[config.mk]
export PLATFORM = sky130hd
export DESIGN_NAME = mc_decoder
export DESIGN_NICKNAME = d
export VERILOG_FILES = /design/src/rtl/mc_decoder_pkg.sv /design/src/rtl/mc_aludec.sv /design/src/rtl/mc_decoder.sv
export SDC_FILE = /design/constraint.sdc
export NUM_CORES = 1
export LEC_CHECK = 0
export BUFFER_PORTS_ARGS = -buffer_cell sky130_fd_sc_hd__buf_2
export CELL_PAD_IN_SITES_DETAIL_PLACEMENT = 1
export CELL_PAD_IN_SITES_GLOBAL_PLACEMENT = 1
export CORE_MARGIN = 8
export CORE_UTILIZATION = 27
export CTS_BUF_LIST = sky130_fd_sc_hd__clkbuf_8
export DETAILED_ROUTE_END_ITERATION = 8
export PLACE_DENSITY = 0.83
export SETUP_SLACK_MARGIN = 0.3
export SLEW_MARGIN = 20
export SYNTH_ARGS = -nofsm -noshare
export SYNTH_HDL_FRONTEND = slang
export SYNTH_SLANG_ARGS = --single-unit
export TNS_END_PERCENT = 100
[constraint.sdc]
create_clock -name clk -period 1.5 [get_ports clk]
set_input_delay 0.225 -clock clk [delete_from_list [all_inputs] [get_ports clk]]
set_output_delay 0.225 -clock clk [all_outputs]
set_load 0.05 [all_outputs]
[src/rtl/mc_decoder_pkg.sv]
// Shared encodings for the multicycle control path: FSM states, op classes,
// data-processing command codes and ALU control codes.
package mc_decoder_pkg;

   typedef enum logic [3:0] {
      S_FETCH    = 4'd0,
      S_DECODE   = 4'd1,
      S_MEMADR   = 4'd2,
      S_MEMREAD  = 4'd3,
      S_MEMWB    = 4'd4,
      S_MEMWRITE = 4'd5,
      S_EXECUTER = 4'd6,
      S_EXECUTEI = 4'd7,
      S_ALUWB    = 4'd8,
      S_BRANCH   = 4'd9,
      S_UNKNOWN  = 4'd10
   } state_t;

   localparam logic [1:0] OP_DP  = 2'b00;
   localparam logic [1:0] OP_MEM = 2'b01;
   localparam logic [1:0] OP_BR  = 2'b10;
   localparam logic [1:0] OP_UND = 2'b11;

   localparam logic [3:0] CMD_ADD = 4'b0100;
   localparam logic [3:0] CMD_SUB = 4'b0010;
   localparam logic [3:0] CMD_AND = 4'b0000;
   localparam logic [3:0] CMD_ORR = 4'b1100;

   localparam logic [1:0] ALU_ADD = 2'b00;
   localparam logic [1:0] ALU_SUB = 2'b01;
   localparam logic [1:0] ALU_AND = 2'b10;
   localparam logic [1:0] ALU_ORR = 2'b11;

endpackage

[src/rtl/mc_aludec.sv]
// ALU decoder: maps the data-processing command to an ALU operation and
// the flag-write request; idle (ADD, no flags) outside execute states.
module mc_aludec
   import mc_decoder_pkg::*;
(
   input  logic       aluop,
   input  logic [5:0] funct,
   output logic [1:0] alucontrol,
   output logic [1:0] flagw
);

   logic s_bit;
   assign s_bit = funct[0];

   // Logical ops leave C and V alone, so only arithmetic updates the CV group.
   always_comb begin
      alucontrol = ALU_ADD;
      flagw      = 2'b00;
      if (aluop) begin
         case (funct[4:1])
            CMD_ADD: begin alucontrol = ALU_ADD; flagw = {s_bit, s_bit}; end
            CMD_SUB: begin alucontrol = ALU_SUB; flagw = {s_bit, s_bit}; end
            CMD_AND: begin alucontrol = ALU_AND; flagw = {s_bit, 1'b0};  end
            CMD_ORR: begin alucontrol = ALU_ORR; flagw = {s_bit, 1'b0};  end
            default: begin alucontrol = ALU_ADD; flagw = 2'b00;          end
         endcase
      end
   end

endmodule

[src/rtl/mc_decoder.sv]
// Multicycle main decoder: Moore FSM sequencing fetch/decode/execute plus
// the ALU decoder and the PC-source request.
module mc_decoder
   import mc_decoder_pkg::*;
#(
   parameter int STATE_W = 4
) (
   input  logic       clk,
   input  logic       reset,
   input  logic [1:0] op,
   input  logic [5:0] funct,
   input  logic [3:0] rd,
   output logic       irWrite,
   output logic       nextPC,
   output logic       regW,
   output logic       memW,
   output logic       PCS,
   output logic [1:0] flagW,
   output logic       adrSrc,
   output logic       aluSrcA,
   output logic [1:0] aluSrcB,
   output logic [1:0] resultSrc,
   output logic [1:0] aluControl,
   output logic [1:0] immSrc,
   output logic [1:0] regSrc
);

   logic [STATE_W-1:0] state_reg;
   state_t             state;
   state_t             state_next;

   logic       ir_w, pc_w, reg_w, mem_w, branch, aluop;
   logic [1:0] flag_w;

   assign state = state_t'(state_reg);

   always_ff @(posedge clk or negedge reset) begin
      if (!reset) state_reg <= STATE_W'(S_FETCH);
      else        state_reg <= STATE_W'(state_next);
   end

   // Only DECODE and MEMADR look at the instruction fields.
   always_comb begin
      state_next = S_FETCH;
      case (state)
         S_FETCH:  state_next = S_DECODE;
         S_DECODE: begin
            case (op)
               OP_MEM:  state_next = S_MEMADR;
               OP_DP:   state_next = funct[5] ? S_EXECUTEI : S_EXECUTER;
               OP_BR:   state_next = S_BRANCH;
               default: state_next = S_UNKNOWN;
            endcase
         end
         S_MEMADR:   state_next = funct[0] ? S_MEMREAD : S_MEMWRITE;
         S_MEMREAD:  state_next = S_MEMWB;
         S_EXECUTER: state_next = S_ALUWB;
         S_EXECUTEI: state_next = S_ALUWB;
         default:    state_next = S_FETCH;
      endcase
   end

   always_comb begin
      ir_w      = 1'b0;
      pc_w      = 1'b0;
      reg_w     = 1'b0;
      mem_w     = 1'b0;
      branch    = 1'b0;
      aluop     = 1'b0;
      adrSrc    = 1'b0;
      aluSrcA   = 1'b0;
      aluSrcB   = 2'b00;
      resultSrc = 2'b00;
      case (state)
         S_FETCH: begin
            ir_w = 1'b1; pc_w = 1'b1;
            aluSrcA = 1'b1; aluSrcB = 2'b10; resultSrc = 2'b10;
         end
         S_DECODE: begin
            aluSrcA = 1'b1; aluSrcB = 2'b10; resultSrc = 2'b10;
         end
         S_MEMADR:   aluSrcB = 2'b01;
         S_MEMREAD:  adrSrc = 1'b1;
         S_MEMWB: begin
            resultSrc = 2'b01; reg_w = 1'b1;
         end
         S_MEMWRITE: begin
            adrSrc = 1'b1; mem_w = 1'b1;
         end
         S_EXECUTER: begin
            aluSrcB = 2'b00; aluop = 1'b1;
         end
         S_EXECUTEI: begin
            aluSrcB = 2'b01; aluop = 1'b1;
         end
         S_ALUWB:    reg_w = 1'b1;
         S_BRANCH: begin
            aluSrcB = 2'b01; resultSrc = 2'b10; branch = 1'b1;
         end
         default: ;
      endcase
   end

   mc_aludec u_aludec (
      .aluop      (aluop),
      .funct      (funct),
      .alucontrol (aluControl),
      .flagw      (flag_w)
   );

   // Reset forces FETCH, whose strobes must not leak out while reset is held.
   assign irWrite = ir_w & reset;
   assign nextPC  = pc_w & reset;
   assign regW    = reg_w & reset;
   assign memW    = mem_w & reset;
   assign flagW   = flag_w & {2{reset}};
   assign PCS     = (((rd == 4'hF) & reg_w) | branch) & reset;

   assign immSrc = op;
   assign regSrc = {op == OP_MEM, op == OP_BR};

endmodule

After elaboration in Yosys (flattened, before gate mapping)
Index checks and enable logic that the tools add are counted.
W data, S select, Z words.
{"block": "word_totals", "ff_bits": 4, "in_bits": 14, "out_inout_bits": 19, "elab_cells": 51}
{"block": "op_classes", "eq_ne": 15, "n_mux": 17, "bitwise_logic": 7, "reduce_logical": 11}
{"operator": "$eq A4 B3 Y1 const B", "count": 5}
{"operator": "$pmux W4 S5", "count": 1}
{"operator": "$eq A4 B4 Y1 const B", "count": 4}
{"operator": "$eq A4 B2 Y1 const B", "count": 3}
{"operator": "$pmux W2 S2", "count": 3}
{"operator": "$pmux W4 S3", "count": 1}
{"operator": "$reduce_or A2 Y1", "count": 6}
{"operator": "$logic_not A4 Y1", "count": 2}
{"operator": "$mux W1", "count": 8}
{"operator": "$pmux W2 S3", "count": 1}
{"operator": "$reduce_or A3 Y1", "count": 2}
{"operator": "$and A1 B1 Y1", "count": 5}
{"operator": "$eq A4 B1 Y1 const B", "count": 1}
{"operator": "$mux W2", "count": 2}
{"operator": "$mux W3", "count": 1}
{"operator": "$and A2 B2 Y2", "count": 1}
{"operator": "$eq A2 B1 Y1 const B", "count": 1}
{"operator": "$eq A2 B2 Y1 const B", "count": 1}
{"operator": "$logic_not A2 Y1", "count": 1}
{"operator": "$or A1 B1 Y1", "count": 1}

Longest topological paths before layout
Gate-level depths: netlist of the first run.
{"block": "logic_depth", "ltp_word": 6, "ltp_mapped": 4}

By module
Synthesis of the first run repeated with hierarchy kept, for this count alone.
{"block": "hier_totals", "cells_unflattened": 62, "hier_area_um2": 516.7}
{"mod": "mc_decoder", "n_inst": 1, "cells_each": 51, "area_per_inst_um2": 437.9, "seq_area_each_um2": 100.1}
{"mod": "mc_aludec", "n_inst": 1, "cells_each": 11, "area_per_inst_um2": 78.8, "seq_area_each_um2": 0.0}

Worst setup path before layout of the first run
Ideal clock, no wire load.
{"block": "synth_timing", "kind": "register to output", "from": "register state_reg[3] (netlist: state[3])", "to": "output port nextPC", "t_arrival_ns": 2.619, "t_required_ns": 1.275, "setup_slack_ns": -1.344, "stages_incl_launch_ff": 4, "n_path_buf": 2, "cell_sequence": "dfrtp_1 -> clkbuf_1 -> nor4_1 -> buf_4"}
{"block": "synth_between", "elab_chain_cells": 3}
{"item": "start: declaration", "line": "mc_decoder.sv:28", "rtl": "logic [STATE_W-1:0] state_reg;"}
{"item": "start signal: assignment", "line": "mc_decoder.sv:38", "rtl": "if (!reset) state_reg <= STATE_W'(S_FETCH);"}
{"item": "start signal: assignment", "line": "mc_decoder.sv:39", "rtl": "else state_reg <= STATE_W'(state_next);"}
{"item": "$logic_not A4 Y1"}
{"item": "$mux W1"}
{"item": "$and A1 B1 Y1"}
{"item": "end: declaration", "line": "mc_decoder.sv:14", "rtl": "output logic nextPC,"}
No other way between the ends.

Final worst setup path of the first run
{"block": "layout_timing", "from": "register state_reg[3] (netlist: state[3])", "to": "output port flagW[1]"}
{"block": "layout_between", "elab_chain_cells": 5, "elab_cells_between_ends": 6, "classes_between": "2 x eq/ne; 2 x mux; 1 x bitwise; 1 x reduce/logical"}
{"item": "$eq A4 B3 Y1", "line": "mc_decoder.sv:74", "rtl": "case (state)"}
{"item": "$reduce_or A2 Y1 (no source line) *"}
{"item": "$mux W1 *", "line": "mc_decoder.sv:74"}
{"item": "$mux W2 *", "line": "mc_aludec.sv:19", "rtl": "if (aluop) begin"}
{"item": "$and A2 B2 Y2 *", "line": "mc_decoder.sv:116", "rtl": "assign flagW = flag_w & {2{reset}};"}
{"item": "end: declaration", "line": "mc_decoder.sv:18", "rtl": "output logic [1:0] flagW,"}
Mark *: on every way between the ends. The rest lies on a longest branch, timed or not.

==> results of run 1 <==
==> metal layers <==
metal / share of wire, % / global-route usage, % / up-vias
met5: 0 / 0 / -
met4: 2.7 / 6.43 / 0
met3: 4.6 / 2.47 / 8
met2: 51 / 28.8 / 31
met1: 41 / 17.6 / 345
li1: - / - / 306
==> synthesized netlist by cell type, drive strengths merged (2+ instances only) <==
cell type / instances
nor3: 7
buf: 6
nor2: 5
a211oi: 4
dfrtp: 4
inv: 4
nor2b: 4
and2b: 3
xnor2: 3
a21oi: 2
a22oi: 2
nand2b: 2
nand4: 2
nor4: 2
o21ai: 2
==> repair_timing <==
item,4_1_cts,5_1_grt
endpoints found under the hold margin,4,0
gates resized for setup,38,28
setup endpoints to repair,17,19
setup buffers,1,6
hold buffers,1,0
pin swaps,3,8
==> area by class of cell <==
type,count,area [µm²]
fill,171,537
tap,17,21.3
multi-input combinational,46,504
clock buffer,3,41.3
sequential,4,104
timing repair buffer,51,445
inverter,4,17.5
==> metrics by stage <==
stage	power, mW	hold WS (ns)	setup TNS, ns
floorplan	1.33	-0.0706	-0.889
global placement	1.59	0.0491	0
detailed placement	1.65	0.0509	-0.123
CTS	2.14	0.302	-1.10
global route	2.72	0.317	-2.75
finish	2.63	0.315	-2.31
==> logic make-up (layout without fill, tap and decap cells) <==
family                 after synthesis  count (layout)  synth area share (%)
AND/OR/NAND/NOR                     31              31                  40.3
AO/OA/AOI/OAI                       12              12                  19.2
buffers and inverters               11              58                  13.2
flip-flops                           4               4                  21.6
XOR/XNOR                             3               3                  5.68
==> worst max-delay path by stage <==
stage | startpoint | endpoint | slack, ns | cells after the start
2_1_floorplan | state[2] | nextPC | -0.24 | 3
3_3_place_gp | state[3] | flagW[1] | 0.04 | 4
3_5_place_dp | state[1] | PCS | -0.04 | 4
4_1_cts | state[3] | flagW[0] | -0.18 | 4
5_1_grt | state[3] | flagW[0] | -0.31 | 4
6_report | state[3] | flagW[1] | -0.28 | 4
==> critical path: stages, from the launching register on <==
cell	delay, ns
dfrtp_1	0.40
and2b_2	0.26
nand4_1	0.23
a211oi_4	0.25
buf_6	0.19
==> power groups by stage <==
stage | registers (mW) | clock network (mW) | logic (mW)
after floorplan | 0.187 | 0 | 1.14
after global placement | 0.219 | 0 | 1.37
after detailed placement | 0.233 | 0 | 1.41
after CTS | 0.240 | 0.228 | 1.67
after global routing | 0.275 | 0.246 | 2.20
final | 0.272 | 0.229 | 2.13
==> results.sh, run 1 <==
export IMPL_status="complete, but fails checks"
export IMPL_violations="negative setup slack"
export IMPL_n_antenna_cell=0
export IMPL_setup_viol=15
export IMPL_rows=15
export IMPL_r2r_cells=6
export IMPL_clkPwrFrac_pct=8.7
export IMPL_cp_required_ns=1.27
export IMPL_max_freq_mhz=561
export IMPL_core_area_um2=1670
export IMPL_grt_ovfl_total=0
export IMPL_gp_congestion=0.764
export IMPL_synth_main_ff_cell="dfrtp_1"
export IMPL_grt_pass1_vias=720
export IMPL_critical_path_max_fanout=4
export IMPL_whs_path_depth=3
export IMPL_slew_headroom_pct=71.8
export IMPL_cp_end_kind="output port"
export IMPL_cts_clk_slew_worst_paths_ns=0.03
export IMPL_clock_path_buffers=2
export IMPL_synth_area_top_cells="dfrtp_1 (22%), buf_4 (8.1%), nor3_1 (7.6%)"
export IMPL_hp_class="primary input to flop"
export IMPL_stdcell_area_um2=1130
export IMPL_remaining_drc_errors=0
export IMPL_leakage_nw=0.484
export IMPL_cts_tree="built"
export IMPL_combPwrFrac_pct=81.0
export IMPL_grt_pass1_wl_um=4050
export IMPL_port_buffer_count=32
export IMPL_worst_setup_path_type="flop to output port"
export IMPL_dp_hpwl_um=1630
export IMPL_power_internal_mw=1.24
export IMPL_min_delay_start="funct[0]"
export IMPL_rrSetupSlack_ns=0.12
export IMPL_postSynth_asyncResetShare_pct=100
export IMPL_yosysSeqAreaShare_pct=21.6
export IMPL_fin_crit_sh_pct=119
export IMPL_die_height_um=57.4
export IMPL_mostFrequentLayoutCells="buf_6 (22), buf_2 (17), buf_4 (9), nor3_4 (4)"
export IMPL_synthCells=61
export IMPL_wl_um=3260
export IMPL_yosys_area_top_type_share_pct=21.6
export IMPL_syn_avg_cell_area_um2=7.59
export IMPL_clk_latency_ns=0.22
export IMPL_r2r_start="state[1]"
export IMPL_skew_ns=0.00212
export IMPL_antenna_found_initial=0
export IMPL_placed_area_um2=792
export IMPL_grt_use_total_pct=15.8
export IMPL_grt_max_degree=11
export IMPL_final_cell_count_no_fill=125
export IMPL_irDropWorstVdd_mv=1.40
export IMPL_fin_nets=124
export IMPL_clkSinkCount=4
export IMPL_hold_violations=0
export IMPL_p_sw_mw=1.39
export IMPL_synth_edff_count=0
export IMPL_tightest_slew_ns=0.421
export IMPL_dpl_worst_slack_ns=-0.0420
export IMPL_io_pins=33
export IMPL_synth_seq_cells=4
export IMPL_drt_pre_antenna_iters=4
export IMPL_die_area_um2=3300
export IMPL_htreeDepth=1
export IMPL_initial_core_util_pct=27.7
export IMPL_utilization_pct=67.9
export IMPL_drive_gt1_share_pct=77.8
export IMPL_worst_slack_ns=-0.283
export IMPL_via_per_inst=5.52
export IMPL_ys_types=26
export IMPL_hold_end="state[2]"
export IMPL_yosysTopAreaCell="dfrtp_1"
export IMPL_synth_nets=75
export IMPL_syn_to_final_growth_pct=145
export IMPL_die_w_um=57.4
export IMPL_largest_register_ff_count=4
export IMPL_drv_cap=0
export IMPL_drt_iter0_drc=8
export IMPL_rsz0062_at_grt="yes"
export IMPL_power_density_nw_per_um2=2320
export IMPL_clk_root_buffer_cell="clkbuf_8"
export IMPL_final_common_cell="buf_6"
export IMPL_switching_share_pct=53.0
export IMPL_reg2reg_to="state[3]"
export IMPL_cp_arrival_ns=1.56
export IMPL_mappedNetlistArea_um2=463
export IMPL_slew_viol_final=0
export IMPL_vias=690
export IMPL_cp_start_kind="flop"
export IMPL_cts_buffers=3
export IMPL_ant_nets=0
export IMPL_period_minus_slack_ns=1.78
export IMPL_wl_per_cell_um=26.0
export IMPL_p_seq_share_pct=10.3
export IMPL_dp_cells=114
export IMPL_yosys_warnings=0
Note: power is estimated with default switching activity, not from simulation.
==> run 2: changes to the inputs <==
Settings changed: ABC_AREA from default to 1, CORE_UTILIZATION 27 to 25, PLACE_DENSITY 0.83 to 0.82.
==> run 2 against run 1 <==
The flow still finishes with violations (negative setup slack). Cell count is 21% higher. Total power is 8.7% lower. Global-route usage is 2.1 points lower. Sequential cell count stayed put. Via count is 1.2% higher. Sequential power is 12% lower. Utilization is 6.2 points lower. Wire length is 19% lower. Clock power is 6% higher. Clock skew is 0.0039 ns higher. Fmax is 13% higher. Critical path type unchanged.
==> results.sh, run 2 <==
export IMPL_rrSetupSlack_ns=0.31
export IMPL_via_per_inst=4.62
export IMPL_final_common_cell="buf_2"
export IMPL_postSynth_asyncResetShare_pct=100
export IMPL_gp_congestion=0.759
export IMPL_remaining_drc_errors=0
export IMPL_syn_avg_cell_area_um2=5.67
export IMPL_mappedNetlistArea_um2=470
export IMPL_whs_path_depth=3
export IMPL_fin_nets=141
export IMPL_reg2reg_to="state[2]"
export IMPL_core_area_um2=1750
export IMPL_die_area_um2=3530
export IMPL_leakage_nw=0.535
export IMPL_synthMuxAreaShare_pct=0
export IMPL_fin_crit_sh_pct=105
export IMPL_cts_clk_slew_worst_paths_ns=0.04
export IMPL_mostFrequentLayoutCells="buf_2 (17), nand2_1 (14), buf_6 (12), inv_1 (10)"
export IMPL_synth_commonest_cells="nand2_1 (25), inv_1 (13), nor2_1 (13)"
export IMPL_synthAdderAreaFrac_pct=0
export IMPL_n_antenna_cell=0
export IMPL_port_buffer_count=32
export IMPL_drt_iter0_drc=15
export IMPL_vias=698
export IMPL_grt_ovfl_total=0
export IMPL_syn_to_final_growth_pct=129
export IMPL_yosysSeqAreaShare_pct=21.3
export IMPL_cp_end_kind="output port"
export IMPL_yosysTopAreaCell="dfrtp_1"
export IMPL_placed_area_um2=790
export IMPL_largest_register_ff_count=4
export IMPL_cts_buffers=3
export IMPL_wl_um=2630
export IMPL_setup_viol=13
export IMPL_skew_ns=0.00597
export IMPL_min_delay_start="funct[0]"
export IMPL_rsz0062_at_grt="yes"
export IMPL_drt_pre_antenna_iters=4
export IMPL_hp_class="primary input to flop"
export IMPL_drv_cap=0
export IMPL_grt_use_total_pct=13.7
export IMPL_clk_root_buffer_cell="clkbuf_8"
export IMPL_worst_setup_path_type="flop to output port"
export IMPL_drive_gt1_share_pct=64.3
export IMPL_synth_compound_area_share_pct=8.24
export IMPL_critical_path_max_fanout=8
export IMPL_clk_latency_ns=0.22
export IMPL_synth_edff_count=0
export IMPL_synth_main_ff_cell="dfrtp_1"
export IMPL_io_pins=33
export IMPL_slew_headroom_pct=83.1
export IMPL_cp_arrival_ns=1.35
export IMPL_grt_max_degree=9
export IMPL_tightest_slew_ns=0.253
export IMPL_grt_pass1_wl_um=3710
export IMPL_violations="negative setup slack"
export IMPL_yosys_warnings=0
export IMPL_hold_end="state[1]"
export IMPL_synthSimpleGateAreaFrac_pct=51.3
export IMPL_synth_seq_cells=4
export IMPL_initial_core_util_pct=27.0
export IMPL_stdcell_area_um2=1080
export IMPL_cp_required_ns=1.27
export IMPL_clkSinkCount=4
export IMPL_yosys_area_top_type_share_pct=21.3
export IMPL_synthXorXnorAreaFrac_pct=0
export IMPL_htreeDepth=1
export IMPL_period_minus_slack_ns=1.57
export IMPL_max_freq_mhz=636
export IMPL_post_synth_top_count_cell="nand2_1"
export IMPL_clock_path_buffers=2
export IMPL_die_height_um=59.4
export IMPL_dp_hpwl_um=1570
export IMPL_ant_nets=0
export IMPL_ys_types=18
export IMPL_dp_cells=139
export IMPL_wl_per_cell_um=17.4
export IMPL_irDropWorstVdd_mv=1.12
export IMPL_grt_pass1_vias=777
export IMPL_cts_tree="built"
export IMPL_synth_nets=97
export IMPL_antenna_found_initial=0
export IMPL_status="complete, but fails checks"
export IMPL_die_w_um=59.4
export IMPL_synth_top_family_by_area="simple AND/OR/NAND/NOR gates"
export IMPL_hold_violations=0
export IMPL_cp_start_kind="flop"
export IMPL_synthCells=83
export IMPL_slew_viol_final=0
export IMPL_worst_slack_ns=-0.0732
export IMPL_synth_area_top_cells="dfrtp_1 (21%), nand2_1 (20%), inv_1 (10%)"
export IMPL_r2r_start="state[3]"
export IMPL_r2r_cells=5
export IMPL_power_density_nw_per_um2=2230
export IMPL_rows=15
export IMPL_final_cell_count_no_fill=151
export IMPL_setup_tns_final_ns=-0.559
[run 2: where the power goes]
group          leakage [nW]  internal [mW]  switching, mW  total, mW
Combinational         0.460          0.760           1.16       1.92
Clock                0.0269          0.175         0.0665      0.242
Sequential           0.0488          0.158         0.0796      0.238
Total                 0.535           1.09           1.31       2.40
[run 2: critical path: stages, from the launching register on]
cell,delay [ns]
dfrtp_1,0.41
buf_12,0.16
nor2_4,0.14
nand2_2,0.13
nor2_4,0.12
buf_6,0.16
[run 2: how the worst max path moves through the flow]
stage / start / endpoint / slack, ns / depth (start not counted)
finish: state[1] / memW / -0.07 / 5
CTS: state[2] / adrSrc / -0.06 / 4
global route: state[3] / aluSrcB[0] / -0.13 / 6
global placement: funct[2] / flagW[1] / 0.08 / 7
detailed placement: state[1] / PCS / 0.05 / 5
floorplan: state[2] / nextPC / 0.05 / 4
[run 2: stage by stage]
| step | setup WS (ns) | util [%] | hold WS (ns) | power [mW] |
|---|---|---|---|---|
| 2_1_floorplan | 0.0486 | - | -0.0706 | 1.26 |
| 6_report | -0.0732 | 61.6 | 0.310 | 2.40 |
| 3_3_place_gp | 0.0843 | 45.2 | 0.0609 | 1.50 |
| 3_5_place_dp | 0.0512 | 45.2 | 0.0637 | 1.54 |
| 4_1_cts | -0.0587 | 58.4 | 0.299 | 2.17 |
| 5_1_grt | -0.130 | 61.6 | 0.308 | 2.50 |
[run 2: logic make-up (layout without fill, tap and decap cells)]
| family | Yosys count | in the layout |
|---|---|---|
| simple gates | 53 | 53 |
| flops | 4 | 4 |
| buf+inv | 19 | 62 |
| compound gates | 7 | 7 |
[run 2: metal layers]
metal	GRT usage, %	routed length (µm)	up-vias
met5	0	0	-
met4	6.14	20	0
met3	3.90	138	2
met2	25.4	1470	21
met1	13.5	993	337
li1	-	-	338
[run 2: repair_timing]
item | CTS | global route
buffers inserted | 5 | 2
endpoints found under the hold margin | 4 | 0
hold buffers | 1 | 0
setup endpoints to repair | 15 | 18
pin swaps | 5 | 5
gates resized for setup | 41 | 10
cloned | 0 | 0
[run 2: area by class of cell]
cell class	count	area [µm²]
Inverter	15	67.6
Clock inverter	1	3.75
Timing Repair Buffer	43	400
Fill cell	223	669
Multi-Input combinational cell	60	429
Clock buffer	3	41.3
Tap cell	25	31.3
Sequential cell	4	103
==> run 3: changes to the inputs <==
Settings changed: PLACE_DENSITY 0.82 to default, PLACE_DENSITY_LB_ADDON from default to 0.1.
==> run 3 against run 2 <==
The flow still finishes with violations (negative setup slack). Utilization up 4.0 points. Total power up 1.5%. Via count rose by 7.0%.
==> results.sh, run 3 (same netlist as run 2, synthesis figures left out) <==
export IMPL_violations="negative setup slack"
export IMPL_clkSinkCount=4
export IMPL_worst_setup_path_type="flop to output port"
export IMPL_crit_path_frequent_cell="nor2_4"
export IMPL_max_freq_mhz=624
export IMPL_die_height_um=59.4
export IMPL_largest_register_ff_count=4
export IMPL_cts_clk_slew_worst_paths_ns=0.04
export IMPL_whs_path_depth=3
export IMPL_syn_to_final_growth_pct=144
export IMPL_grt_use_total_pct=13.2
export IMPL_gp_congestion=0.767
export IMPL_cp_arrival_ns=1.38
export IMPL_drt_pre_antenna_iters=2
export IMPL_final_common_cell="buf_2"
export IMPL_grt_max_degree=8
export IMPL_crit_slowest_cell="dfrtp_1"
export IMPL_skew_ns=0.00378
export IMPL_irDropWorstVdd_mv=1.69
export IMPL_leakage_nw=0.568
export IMPL_grt_pass1_wl_um=3590
export IMPL_r2r_cells=6
export IMPL_clk_latency_ns=0.23
export IMPL_hold_slack_ns=0.290
export IMPL_wl_per_cell_um=17.4
export IMPL_htreeDepth=1
export IMPL_cts_buffers=3
export IMPL_grt_pass1_vias=788
export IMPL_fin_nets=146
export IMPL_worstPathCellList="buf_12 > nor2_4 > nand2_2 > nor2_4 > buf_8"
export IMPL_cp_end_kind="output port"
export IMPL_clock_path_buffers=2
export IMPL_setup_viol=14
export IMPL_fin_crit_sh_pct=107
export IMPL_cp_required_ns=1.27
export IMPL_dp_hpwl_um=1440
export IMPL_cp_slowest_stage_delay_ns=0.41
export IMPL_slew_headroom_pct=82.5
export IMPL_via_per_inst=4.79
export IMPL_io_pins=33
export IMPL_slew_viol_final=0
export IMPL_grt_ovfl_total=0
export IMPL_n_antenna_cell=0
export IMPL_final_cell_count_no_fill=156
export IMPL_drive_gt1_share_pct=69.5
export IMPL_rows=15
export IMPL_cp_start_kind="flop"
export IMPL_tightest_slew_ns=0.262
export IMPL_ant_nets=0
export IMPL_port_buffer_count=32
export IMPL_drv_cap=0
export IMPL_power_density_nw_per_um2=2130
export IMPL_final_fill_count=220
export IMPL_worst_slack_ns=-0.103
export IMPL_hp_class="primary input to flop"
export IMPL_critical_path_max_fanout=7
export IMPL_initial_core_util_pct=27.0
export IMPL_cts_tree="built"
export IMPL_status="complete, but fails checks"
export IMPL_dp_cells=140
export IMPL_vias=747
export IMPL_wl_um=2720
export IMPL_remaining_drc_errors=0
export IMPL_antenna_found_initial=0
export IMPL_hold_violations=0
export IMPL_die_area_um2=3530
export IMPL_die_w_um=59.4
export IMPL_dpl_worst_slack_ns=0.0652
export IMPL_clk_root_buffer_cell="clkbuf_8"
export IMPL_mostFrequentLayoutCells="buf_2 (17), nand2_1 (13), buf_4 (12), buf_8 (11), inv_1 (10)"
export IMPL_drt_iter0_drc=7
export IMPL_rsz0062_at_grt="yes"
export IMPL_core_area_um2=1750
export IMPL_p_total_mw=2.44
export IMPL_period_minus_slack_ns=1.60
## run 3: what timing repair did
item                                    4_1_cts  5_1_grt
hold endpoints to repair                      4        0
buffers inserted                              6        4
endpoints found under the setup margin       15       18
pin swaps                                     7       12
hold buffers                                  2        0
gates resized for setup                      47       12
## run 3: worst paths after layout
path                       startpoint       end  slack, ns
setup / recovery             state[1]      memW      -0.10
hold / removal               funct[5]  state[0]       0.29
min in group asynchronous       reset  state[3]       0.36
setup reg to reg             state[1]  state[3]       0.27
hold reg to reg              state[0]  state[0]       0.69
max in group asynchronous       reset  state[2]       0.80
## run 3: cell type report
class,instances,area [µm²],share of cell area (%)
Inverter,15,72.6,6.33
Clock inverter,1,3.75,0.328
Sequential cell,4,104,9.06
Timing Repair Buffer,48,437,38.1
Clock buffer,3,41.3,3.60
Tap cell,25,31.3,2.73
Multi-Input combinational cell,60,457,39.8
## run 3: worst max-delay path, delay by kind of cell (launching register included)
| family | cells | cell delay (ns) |
|---|---|---|
| and+or+nand+nor | 3 | 0.43 |
| DFF | 1 | 0.41 |
| buffers and inverters | 2 | 0.30 |
## run 3: per-layer routing
metal	GRT usage, %	up-vias	wire, µm
li1	-	347	-
met1	12.7	363	976
met2	24.3	29	1530
met3	2.82	8	148
met4	8.87	0	64
met5	0	-	0
## run 3: through the flow
stage	utilization (%)	cell area (µm²)	TNS, ns
3_3_place_gp	45.7	797	0
5_1_grt	65.7	1150	-1.11
4_1_cts	61.2	1070	-0.210
2_1_floorplan	-	601	0
3_5_place_dp	45.7	797	0
6_report	65.7	1150	-0.553
## run 3: where the power goes
| group | switching [mW] | leakage (nW) | total, mW | internal, mW |
|---|---|---|---|---|
| combinational | 1.17 | 0.494 | 1.93 | 0.762 |
| sequential | 0.0959 | 0.0474 | 0.256 | 0.160 |
| clock | 0.0751 | 0.0269 | 0.251 | 0.176 |
